`config.mk`:
```
export PLATFORM = sky130hd
export DESIGN_NAME = fix_conn_mgr
export DESIGN_NICKNAME = d
export VERILOG_FILES = /design/src/rtl/fix_conn_mgr.sv
export SDC_FILE = /design/constraint.sdc
export NUM_CORES = 1
export LEC_CHECK = 0
export CAP_MARGIN = 15
export CORE_MARGIN = 3
export CORE_UTILIZATION = 54
export CTS_BUF_LIST = sky130_fd_sc_hd__clkbuf_2 sky130_fd_sc_hd__clkbuf_4 sky130_fd_sc_hd__clkbuf_8
export CTS_CLUSTER_DIAMETER = 200
export DETAILED_ROUTE_END_ITERATION = 8
export PLACE_DENSITY = 0.85
export SLEW_MARGIN = 40
export SYNTH_ARGS = -nofsm -noshare
export SYNTH_HDL_FRONTEND = slang
export SYNTH_SLANG_ARGS = --single-unit
export TNS_END_PERCENT = 30
```
`constraint.sdc`:
```
create_clock -name clk -period 1.95 [get_ports clk]
set_input_delay 0.2925 -clock clk [delete_from_list [all_inputs] [get_ports clk]]
set_output_delay 0.2925 -clock clk [all_outputs]
set_load 0.01 [all_outputs]
```
`src/rtl/fix_conn_mgr.sv`:
```
// fix_conn_mgr: connection manager between the application API and the
// TOE/FIFO interface. Accepts connect/disconnect requests, issues one-cycle
// connect/disconnect commands, tracks TOE acknowledgements per host and
// abandons unanswered connection attempts after TIMEOUT_CYCLES WAIT cycles.
//
// Optional feature macro: FIX_CONN_RETRY_EN -- when defined, an expired
// attempt is reissued up to MAX_RETRY times before timeout_o is pulsed.
//
// Ports:
//   clk                    clock, rising edge
//   rst                    asynchronous active-low reset
//   connect_i/connect_to_host_i        application connect request + host
//   disconnect_i/disconnect_host_i     application disconnect request + host
//   connected_i/connected_host_addr_i  TOE acknowledgement + host
//   connect_req_o/connect_addr_o       one-cycle connect command + host (held)
//   disconnect_o/disconnect_host_num_o one-cycle disconnect command + host (held)
//   host_connected_o       per-host connected bitmap
//   busy_o                 high whenever the manager is not idle
//   timeout_o/timeout_host_o           one-cycle abandon pulse + host (held)
module fix_conn_mgr #(
  parameter int unsigned NUM_HOSTS      = 4,
  parameter int unsigned HOST_W         = $clog2(NUM_HOSTS),
  parameter int unsigned TIMEOUT_CYCLES = 1024,
  parameter int unsigned TIMEOUT_W      = $clog2(TIMEOUT_CYCLES),
  parameter int          MAX_RETRY      = 2
) (
  input  logic                 clk,
  input  logic                 rst,
  input  logic                 connect_i,
  input  logic [HOST_W-1:0]    connect_to_host_i,
  input  logic                 disconnect_i,
  input  logic [HOST_W-1:0]    disconnect_host_i,
  input  logic                 connected_i,
  input  logic [HOST_W-1:0]    connected_host_addr_i,
  output logic                 connect_req_o,
  output logic [HOST_W-1:0]    connect_addr_o,
  output logic                 disconnect_o,
  output logic [HOST_W-1:0]    disconnect_host_num_o,
  output logic [NUM_HOSTS-1:0] host_connected_o,
  output logic                 busy_o,
  output logic                 timeout_o,
  output logic [HOST_W-1:0]    timeout_host_o
);

  typedef enum logic [1:0] {IDLE, REQ, WAIT, DISC} state_e;

  localparam logic [TIMEOUT_W-1:0] CNT_LAST = TIMEOUT_W'(TIMEOUT_CYCLES - 1);

  // Reject parameter sets the datapath cannot represent.
  if (NUM_HOSTS < 2 || TIMEOUT_CYCLES < 2 || MAX_RETRY < 0 ||
      HOST_W < $clog2(NUM_HOSTS) || TIMEOUT_W < $clog2(TIMEOUT_CYCLES)) begin : g_param_check
    $error("fix_conn_mgr: illegal parameter set");
  end

  state_e                 state_q, state_d;
  logic [HOST_W-1:0]      target_q, target_d;
  logic [TIMEOUT_W-1:0]   cnt_q, cnt_d;
  logic [NUM_HOSTS-1:0]   host_conn_q, host_conn_d;
  logic                   conn_req_q, conn_req_d;
  logic [HOST_W-1:0]      conn_addr_q, conn_addr_d;
  logic                   disc_q, disc_d;
  logic [HOST_W-1:0]      disc_host_q, disc_host_d;
  logic                   busy_q, busy_d;
  logic                   timeout_q, timeout_d;
  logic [HOST_W-1:0]      timeout_host_q, timeout_host_d;

`ifdef FIX_CONN_RETRY_EN
  localparam int unsigned RETRY_W = (MAX_RETRY < 1) ? 1 : $clog2(MAX_RETRY + 1);
  localparam logic [RETRY_W-1:0] RETRY_MAX = RETRY_W'(MAX_RETRY);
  logic [RETRY_W-1:0] retry_q, retry_d;
`endif

  // Next-state and registered-output logic.
  always_comb begin
    state_d        = state_q;
    target_d       = target_q;
    cnt_d          = cnt_q;
    host_conn_d    = host_conn_q;
    conn_req_d     = 1'b0;
    conn_addr_d    = conn_addr_q;
    disc_d         = 1'b0;
    disc_host_d    = disc_host_q;
    timeout_d      = 1'b0;
    timeout_host_d = timeout_host_q;
`ifdef FIX_CONN_RETRY_EN
    retry_d        = retry_q;
`endif

    case (state_q)
      IDLE: begin
        // Disconnect has priority; requests for a host already in the
        // requested state are dropped.
        if (disconnect_i && host_conn_q[disconnect_host_i]) begin
          state_d                        = DISC;
          host_conn_d[disconnect_host_i] = 1'b0;
          disc_d                         = 1'b1;
          disc_host_d                    = disconnect_host_i;
        end else if (connect_i && !host_conn_q[connect_to_host_i]) begin
          state_d     = REQ;
          target_d    = connect_to_host_i;
          conn_req_d  = 1'b1;
          conn_addr_d = connect_to_host_i;
        end
      end

      REQ: begin
        state_d = WAIT;
        cnt_d   = '0;
      end

      WAIT: begin
        // Saturating counter; a matching acknowledgement beats expiry.
        if (cnt_q != CNT_LAST) cnt_d = cnt_q + TIMEOUT_W'(1);
        if (connected_i && (connected_host_addr_i == target_q)) begin
          host_conn_d[target_q] = 1'b1;
          state_d               = IDLE;
`ifdef FIX_CONN_RETRY_EN
          retry_d               = '0;
`endif
        end else if (cnt_q == CNT_LAST) begin
`ifdef FIX_CONN_RETRY_EN
          if (retry_q < RETRY_MAX) begin
            retry_d     = retry_q + RETRY_W'(1);
            state_d     = REQ;
            conn_req_d  = 1'b1;
            conn_addr_d = target_q;
          end else begin
            retry_d        = '0;
            state_d        = IDLE;
            timeout_d      = 1'b1;
            timeout_host_d = target_q;
          end
`else
          state_d        = IDLE;
          timeout_d      = 1'b1;
          timeout_host_d = target_q;
`endif
        end
      end

      DISC: state_d = IDLE;

      default: state_d = IDLE;
    endcase

    busy_d = (state_d != IDLE);
  end

  // State and output registers.
  always_ff @(posedge clk or negedge rst) begin
    if (!rst) begin
      state_q        <= IDLE;
      target_q       <= '0;
      cnt_q          <= '0;
      host_conn_q    <= '0;
      conn_req_q     <= 1'b0;
      conn_addr_q    <= '0;
      disc_q         <= 1'b0;
      disc_host_q    <= '0;
      busy_q         <= 1'b0;
      timeout_q      <= 1'b0;
      timeout_host_q <= '0;
`ifdef FIX_CONN_RETRY_EN
      retry_q        <= '0;
`endif
    end else begin
      state_q        <= state_d;
      target_q       <= target_d;
      cnt_q          <= cnt_d;
      host_conn_q    <= host_conn_d;
      conn_req_q     <= conn_req_d;
      conn_addr_q    <= conn_addr_d;
      disc_q         <= disc_d;
      disc_host_q    <= disc_host_d;
      busy_q         <= busy_d;
      timeout_q      <= timeout_d;
      timeout_host_q <= timeout_host_d;
`ifdef FIX_CONN_RETRY_EN
      retry_q        <= retry_d;
`endif
    end
  end

  assign connect_req_o         = conn_req_q;
  assign connect_addr_o        = conn_addr_q;
  assign disconnect_o          = disc_q;
  assign disconnect_host_num_o = disc_host_q;
  assign host_connected_o      = host_conn_q;
  assign busy_o                = busy_q;
  assign timeout_o             = timeout_q;
  assign timeout_host_o        = timeout_host_q;

endmodule

```
==> impl_metrics.csv, run 1 <==
group,metric,value,unit
sta,fin_crit_sh,91.99,%
synthesis,netlist_area,1408,um^2
sta,fmax,0.5575,GHz
synthesis,ys_ff_latch,26,
sta,clock_skew,0.001117,ns
synthesis,synth_cells,145,
job,maxCapViolCount,0,
cts,clock_sinks,26,
grt,antenna_found_initial,0,
sta,rsz0062_at_grt,"no",
cts,cts_tree,"built",
power,ir_worst_vdd,0.9174,mV
synthesis,yosys_warnings,0,
sta,period_needed,1.794,ns
power,swShare,37.61,%
sta,setup_viol,0,
critical_path,cp.required,2.18,ns
cts,clockBufferDepth,2,
cts,cts_setup_buffers,0,
power,pwr-share-clk,13.3,%
cts,cts-resized-gates,0,
finish,antenna_cells,0,
floorplan,ios,25,
placed_design,gp_congestion,0.8744,
finish,final_util,76.31,%
grt,grt_first_pass_wirelength,6.051,mm
sta,tns,0,ns
critical_path,worstPathMaxFanout,5,
floorplan,fp.dieH,57.06,um
floorplan,coreArea,2340,um^2
synthesis,synth_nets,157,
power,p_int,1.295,mW
power,comb_power_share,46.9,%
critical_path,cp-startpoint,"cnt_q[0]",
sta,finalHoldViolations,0,
placed_design,place_ws,-0.09802,ns
placed_design,place.detailed.hpwl,2.588,mm
route,wire_per_inst,16.32,um
critical_path,path_cells,"ha_1, nand3_2, nor3_2, or4b_1, a32o_1",
cts,cts_root_buffer,"clkbuf_4",
power,p_leak,0.7762,nW
cts,clk_pin_slew,0.14,ns
critical_path,slowest_delay,0.53,ns
synthesis,synth_cell_types,43,
sta,max_slew_margin,74.91,%
placed_design,dpl-instance-area,1749,um^2
grt,track_usage,23.45,%
sta,worstMarginPinSlew,0.3756,ns
finish,syn2layout_area_growth,26.84,%
floorplan,initial_utilization,60.16,%
route,vias,1229,
finish,nets,194,
cts,numCtsBuffers,3,
power,power.density,1163,nW/um^2
sta,setup_ws,0.1563,ns
cts,clkLatencyLatePin,0.33,ns
finish,finalInstanceArea,1785,um^2
critical_path,cp-end-kind,"flip-flop",
critical_path,path_class,"flip-flop to flip-flop",
route,drt_wl_total,3.411,mm
route,vias_per_cell,5.880,
grt,grt_pass1_vias,1246,
floorplan,floorplan.rows,17,
grt,grt_start_max_net_pins,27,
synthesis,ys_seq_area_share,46.22,%
route,drc,0,
finish,drive_gt1_share,16.57,%
floorplan,chipWidth,57.06,um
finish,layout_commonest_cell,"dfrtp_1",
cts,hold_buffers,0,
route,drt-initial-drc-count,51,
critical_path,start_kind,"flip-flop",
route,ant_nets,0,
run_status,outcome,"finished, final reports clean",
cts,htreeDepth,1,
power,power.switching,0.7807,mW
hold_path,min_path_type,"primary input to async pin",
sta,slew_viol_final,0,
finish,layout_common_cells,"dfrtp_1, clkdlybuf4s50_1, nand2_1, nor2_1, buf_4",
critical_path,r2r-start,"cnt_q[0]",
critical_path,crit_slowest_cell,"or4b_1",
power,seqPwrFrac,39.7,%
critical_path,cp_data_arrival_time,2.03,ns
floorplan,dieArea,3255,um^2
placed_design,portBuffers,24,
synthesis,syn_area_per_cell,9.708,um^2
grt,grt_overflow,0,
route,dr.pass1.iters,4,
per-layer routing:
metal	global-route usage [%]	vias to the layer above	routed length (um)
li1	-	591	-
met1	30.22	597	1480
met2	40.13	37	1746
met3	6.335	4	150
met4	3.974	0	34
met5	0	-	0
power groups by stage:
| stage | clock network [mW] | logic (mW) | registers, mW |
|---|---|---|---|
| 2_1_floorplan | 0 | 0.545 | 0.836 |
| 3_3_place_gp | 0 | 0.929 | 0.823 |
| 3_5_place_dp | 0 | 0.968 | 0.830 |
| 4_1_cts | 0.282 | 0.972 | 0.824 |
| 5_1_grt | 0.305 | 1.08 | 0.841 |
| 6_report | 0.277 | 0.974 | 0.825 |
final timing paths:
kind	endpoint	slack [ns]	cells after the start
max	cnt_q[5]	0.16	5
min	host_connected_o[0]	0.31	2
max reg2reg	cnt_q[5]	0.16	5
min reg2reg	timeout_host_o[1]	0.51	1
max in group asynchronous	cnt_q[7]	1.39	2
min in group clk	timeout_host_o[1]	0.51	1
per-stage QoR:
step | hold slack [ns] | total power, mW | cells
2_1_floorplan | -0.003091 | 1.381 | 145
3_3_place_gp | 0.4790 | 1.752 | 205
3_5_place_dp | 0.4849 | 1.798 | 205
4_1_cts | 0.3181 | 2.078 | 209
5_1_grt | 0.3423 | 2.227 | 209
6_report | 0.3139 | 2.076 | 209
cell usage after synthesis, drive strengths merged:
cell / n / area share, %
dfrtp: 26 / 46
nand2: 14 / 3.7
nor2: 14 / 3.7
nor3: 10 / 3.9
o21ai: 9 / 3.2
mux2: 7 / 6.1
nand2b: 7 / 3.1
nand3: 7 / 2.8
a21oi: 6 / 2.1
inv: 6 / 1.6
nor2b: 4 / 1.8
buf: 3 / 1.7
o22ai: 3 / 1.8
a22o: 2 / 1.2
a31oi: 2 / 0.89
clkbuf: 2 / 0.53
mux2i: 2 / 1.7
nand4: 2 / 2.0
nor4: 2 / 0.89
o2bb2ai: 2 / 1.2
o31ai: 2 / 1.4
or3: 2 / 0.89
xnor2: 2 / 1.2
a211oi: 1 / 0.53
a22oi: 1 / 0.53
a32o: 1 / 0.71
a41o: 1 / 0.71
and3b: 1 / 0.71
ha: 1 / 0.89
nor3b: 1 / 0.53
or3b: 1 / 0.80
or4b: 1 / 0.71
area by class of cell:
cell class | instances | area, um^2
fill | 158 | 554.3
clock buffer | 4 | 36.28
timing repair buffer | 37 | 337.8
multi-input combinational | 108 | 703.2
tap | 28 | 35.03
sequential | 26 | 650.6
inverter | 6 | 22.52
cells by family after synthesis:
logic type | after synthesis | synth area share (%)
and+or+nand+nor | 66 | 25.60
AOI/OAI and AO/OA | 30 | 14.40
DFF | 26 | 46.22
buffers and inverters | 11 | 3.822
muxes | 9 | 7.822
xor gates and xnor gates | 2 | 1.245
adders and majority gates | 1 | 0.8887
state kept, by name (all words and copies together) (netlist names):
signal,flops
disconnect_host_num_o,2
connect_req_o,1
host_connected_o,4
timeout_host_o,2
busy_o,1
state_q,2
connect_addr_o,2
cnt_q,10
timeout_o,1
disconnect_o,1
worst max-delay path, delay by kind of cell, from the launching register on:
| family | cells | cell delay (ns) |
|---|---|---|
| flip-flops | 1 | 0.45 |
| AO/OA/AOI/OAI | 1 | 0.28 |
| adder cells (fa/ha/maj) | 1 | 0.26 |
| AND/OR/NAND/NOR | 3 | 0.71 |
Power figures use the tool's default switching activity.
==> inputs of run 2 (changes only) <==
--- a/config.mk
+++ b/config.mk
@@ -13,3 +13,3 @@
 export DETAILED_ROUTE_END_ITERATION = 8
-export PLACE_DENSITY = 0.85
+export PLACE_DENSITY = 0.84
 export SLEW_MARGIN = 40
==> constraint.sdc (replaced) <==
create_clock -name clk -period 1.95 [get_ports clk]
set_input_delay 0.4875 -clock clk [delete_from_list [all_inputs] [get_ports clk]]
set_output_delay 0.4875 -clock clk [all_outputs]
set_load 0.01 [all_outputs]
==> run 2 against run 1 <==
  * Count of clock-buffer cells in the layout down 1
  * Non-clock buffer count up 2
  * Largest cell class unchanged
  * Largest power group unchanged
  * First-iteration DRC count up 71%
  * Wire length down 3.3%
  * Fmax down 4.2%
  * Clock power down 20%
==> impl_metrics.csv, run 2 (synthesis results as in run 1) <==
group,metric,value,unit
power,ir_worst_vdd,0.8831,mV
cts,clkLatencyLatePin,0.31,ns
finish,antenna_cells,0,
critical_path,rrSetupSlack,0.17,ns
finish,finalInstanceArea,1794,um^2
placed_design,gp_congestion,0.8792,
route,wire_per_inst,15.71,um
placed_design,portBuffers,24,
power,p_int,1.287,mW
critical_path,start_kind,"primary input",
sta,worstMarginPinSlew,0.3152,ns
hold_path,worstHoldStart,"timeout_host_o[1]",
sta,period_needed,1.873,ns
critical_path,crit_slowest_cell,"clkdlybuf4s50_1",
sta,fin_crit_sh,96.03,%
sta,rsz0062_at_grt,"no",
finish,nets,196,
grt,track_usage,23.27,%
finish,syn2layout_area_growth,27.47,%
route,ant_nets,0,
finish,layout_common_cells,"dfrtp_1, clkdlybuf4s50_1, buf_4",
critical_path,slowest_delay,0.52,ns
cts,cts_tree,"built",
floorplan,floorplan.rows,17,
critical_path,cp_data_arrival_time,2.08,ns
power,pwr-share-clk,10.6,%
placed_design,place_ws,-0.3326,ns
route,vias,1280,
floorplan,coreArea,2340,um^2
critical_path,path_class,"primary input to flip-flop",
floorplan,dieArea,3255,um^2
placed_design,dpl.cell_count,207,
sta,max_slew_margin,78.83,%
finish,layout_commonest_cell,"dfrtp_1",
hold_path,hold_depth,1,
cts,clock_sinks,26,
route,drt_wl_total,3.299,mm
placed_design,dpl-instance-area,1764,um^2
sta,setup_ws,0.07747,ns
finish,largest_reg_flops,10,
finish,regMostFlops,"cnt_q",
cts,clk_pin_slew,0.13,ns
grt,use_met2,40.13,%
grt,met1_usage,30.47,%
power,swShare,37.93,%
cts,htreeDepth,1,
grt,grt_pass1_vias,1323,
cts,cts-resized-gates,0,
route,drt-initial-drc-count,87,
critical_path,regToRegEndpoint,"cnt_q[5]",
finish,final_util,76.68,%
grt,top_usage_layer,"met2",
power,p_leak,0.7840,nW
sta,finalHoldViolations,0,
sta,fmax,0.5340,GHz
cts,hold_buffers,0,
grt,antenna_found_initial,0,
power,seqPwrFrac,41.0,%
grt,grt_first_pass_wirelength,6.058,mm
sta,holdWs,0.5145,ns
grt,grt_start_max_net_pins,27,
finish,fillers,165,
grt,grt_overflow,0,
finish,finalNonFillerCells,210,
critical_path,worstPathMaxFanout,3,
critical_path,reg2reg_depth,6,
floorplan,initial_utilization,60.16,%
floorplan,fp.dieH,57.06,um
floorplan,ios,25,
hold_path,min_path_type,"flip-flop to flip-flop",
job,maxCapViolCount,0,
floorplan,chipWidth,57.06,um
power,comb_power_share,48.3,%
route,dr.pass1.iters,4,
finish,drive_gt1_share,18.13,%
run_status,outcome,"finished, final reports clean",
power,power.density,1156,nW/um^2
sta,clock_skew,0.0009743,ns
power,power.switching,0.7865,mW
route,drc,0,
critical_path,cp.required,2.16,ns
critical_path,r2r-start,"cnt_q[0]",
hold_path,hold_path_end,"timeout_host_o[1]",
cts,clockBufferDepth,2,
cts,cts_setup_buffers,0,
cts,cts_root_buffer,"clkbuf_4",
route,vias_per_cell,6.095,
placed_design,place.detailed.hpwl,2.523,mm
sta,slew_viol_final,0,
sta,setup_viol,0,
grt,grt_use_met3,3.620,%
cts,numCtsBuffers,3,
critical_path,path_cells,"clkdlybuf4s50_1, mux2_2, o22ai_1, and3b_2, mux2_4",
critical_path,cp-end-kind,"flip-flop",
## run 2: worst max path at each step
stage	slack [ns]	to	startpoint
global route	0.02	connect_addr_o[1]	connect_to_host_i[1]
detailed placement	-0.33	connect_addr_o[1]	disconnect_host_i[0]
CTS	0.02	connect_addr_o[1]	disconnect_host_i[0]
floorplan	0.23	cnt_q[5]	cnt_q[0]
finish	0.08	connect_addr_o[1]	connect_to_host_i[1]
global placement	-0.26	connect_addr_o[0]	disconnect_host_i[0]
## run 2: metal layers
layer	vias to the layer above	share of wire, %
met1	612	42
met3	4	8.5
met5	-	0
li1	596	-
met2	68	48
met4	0	0.79
## run 2: power by group through the flow
stage / Combinational [mW] / Clock (mW) / Sequential, mW
6_report: 1.00 / 0.221 / 0.851
5_1_grt: 1.11 / 0.243 / 0.878
4_1_cts: 0.998 / 0.225 / 0.845
3_5_place_dp: 0.987 / 0 / 0.857
3_3_place_gp: 0.936 / 0 / 0.847
2_1_floorplan: 0.545 / 0 / 0.836
## run 2: final cells by class
| type | instances | area [um^2] | share of cell area [%] |
|---|---|---|---|
| clock buffers | 3 | 22.52 | 1.255 |
| inverters | 6 | 22.52 | 1.255 |
| multi-input cells | 108 | 706.9 | 39.40 |
| flip-flops and latches | 26 | 651.9 | 36.33 |
| well taps | 28 | 35.03 | 1.953 |
| repair buffers | 39 | 355.3 | 19.80 |
## run 2: metrics by stage
| step | TNS (ns) | total power [mW] |
|---|---|---|
| global route | 0 | 2.232 |
| detailed placement | -1.357 | 1.843 |
| floorplan | 0 | 1.381 |
| CTS | 0 | 2.068 |
| global placement | -0.8537 | 1.784 |
| finish | 0 | 2.073 |
## run 2: worst max-delay path, delay by kind of cell
family / cells / cell delay (ns)
mux: 2 / 0.65
simple gates: 1 / 0.25
compound gates: 1 / 0.18
buf+inv: 1 / 0.52
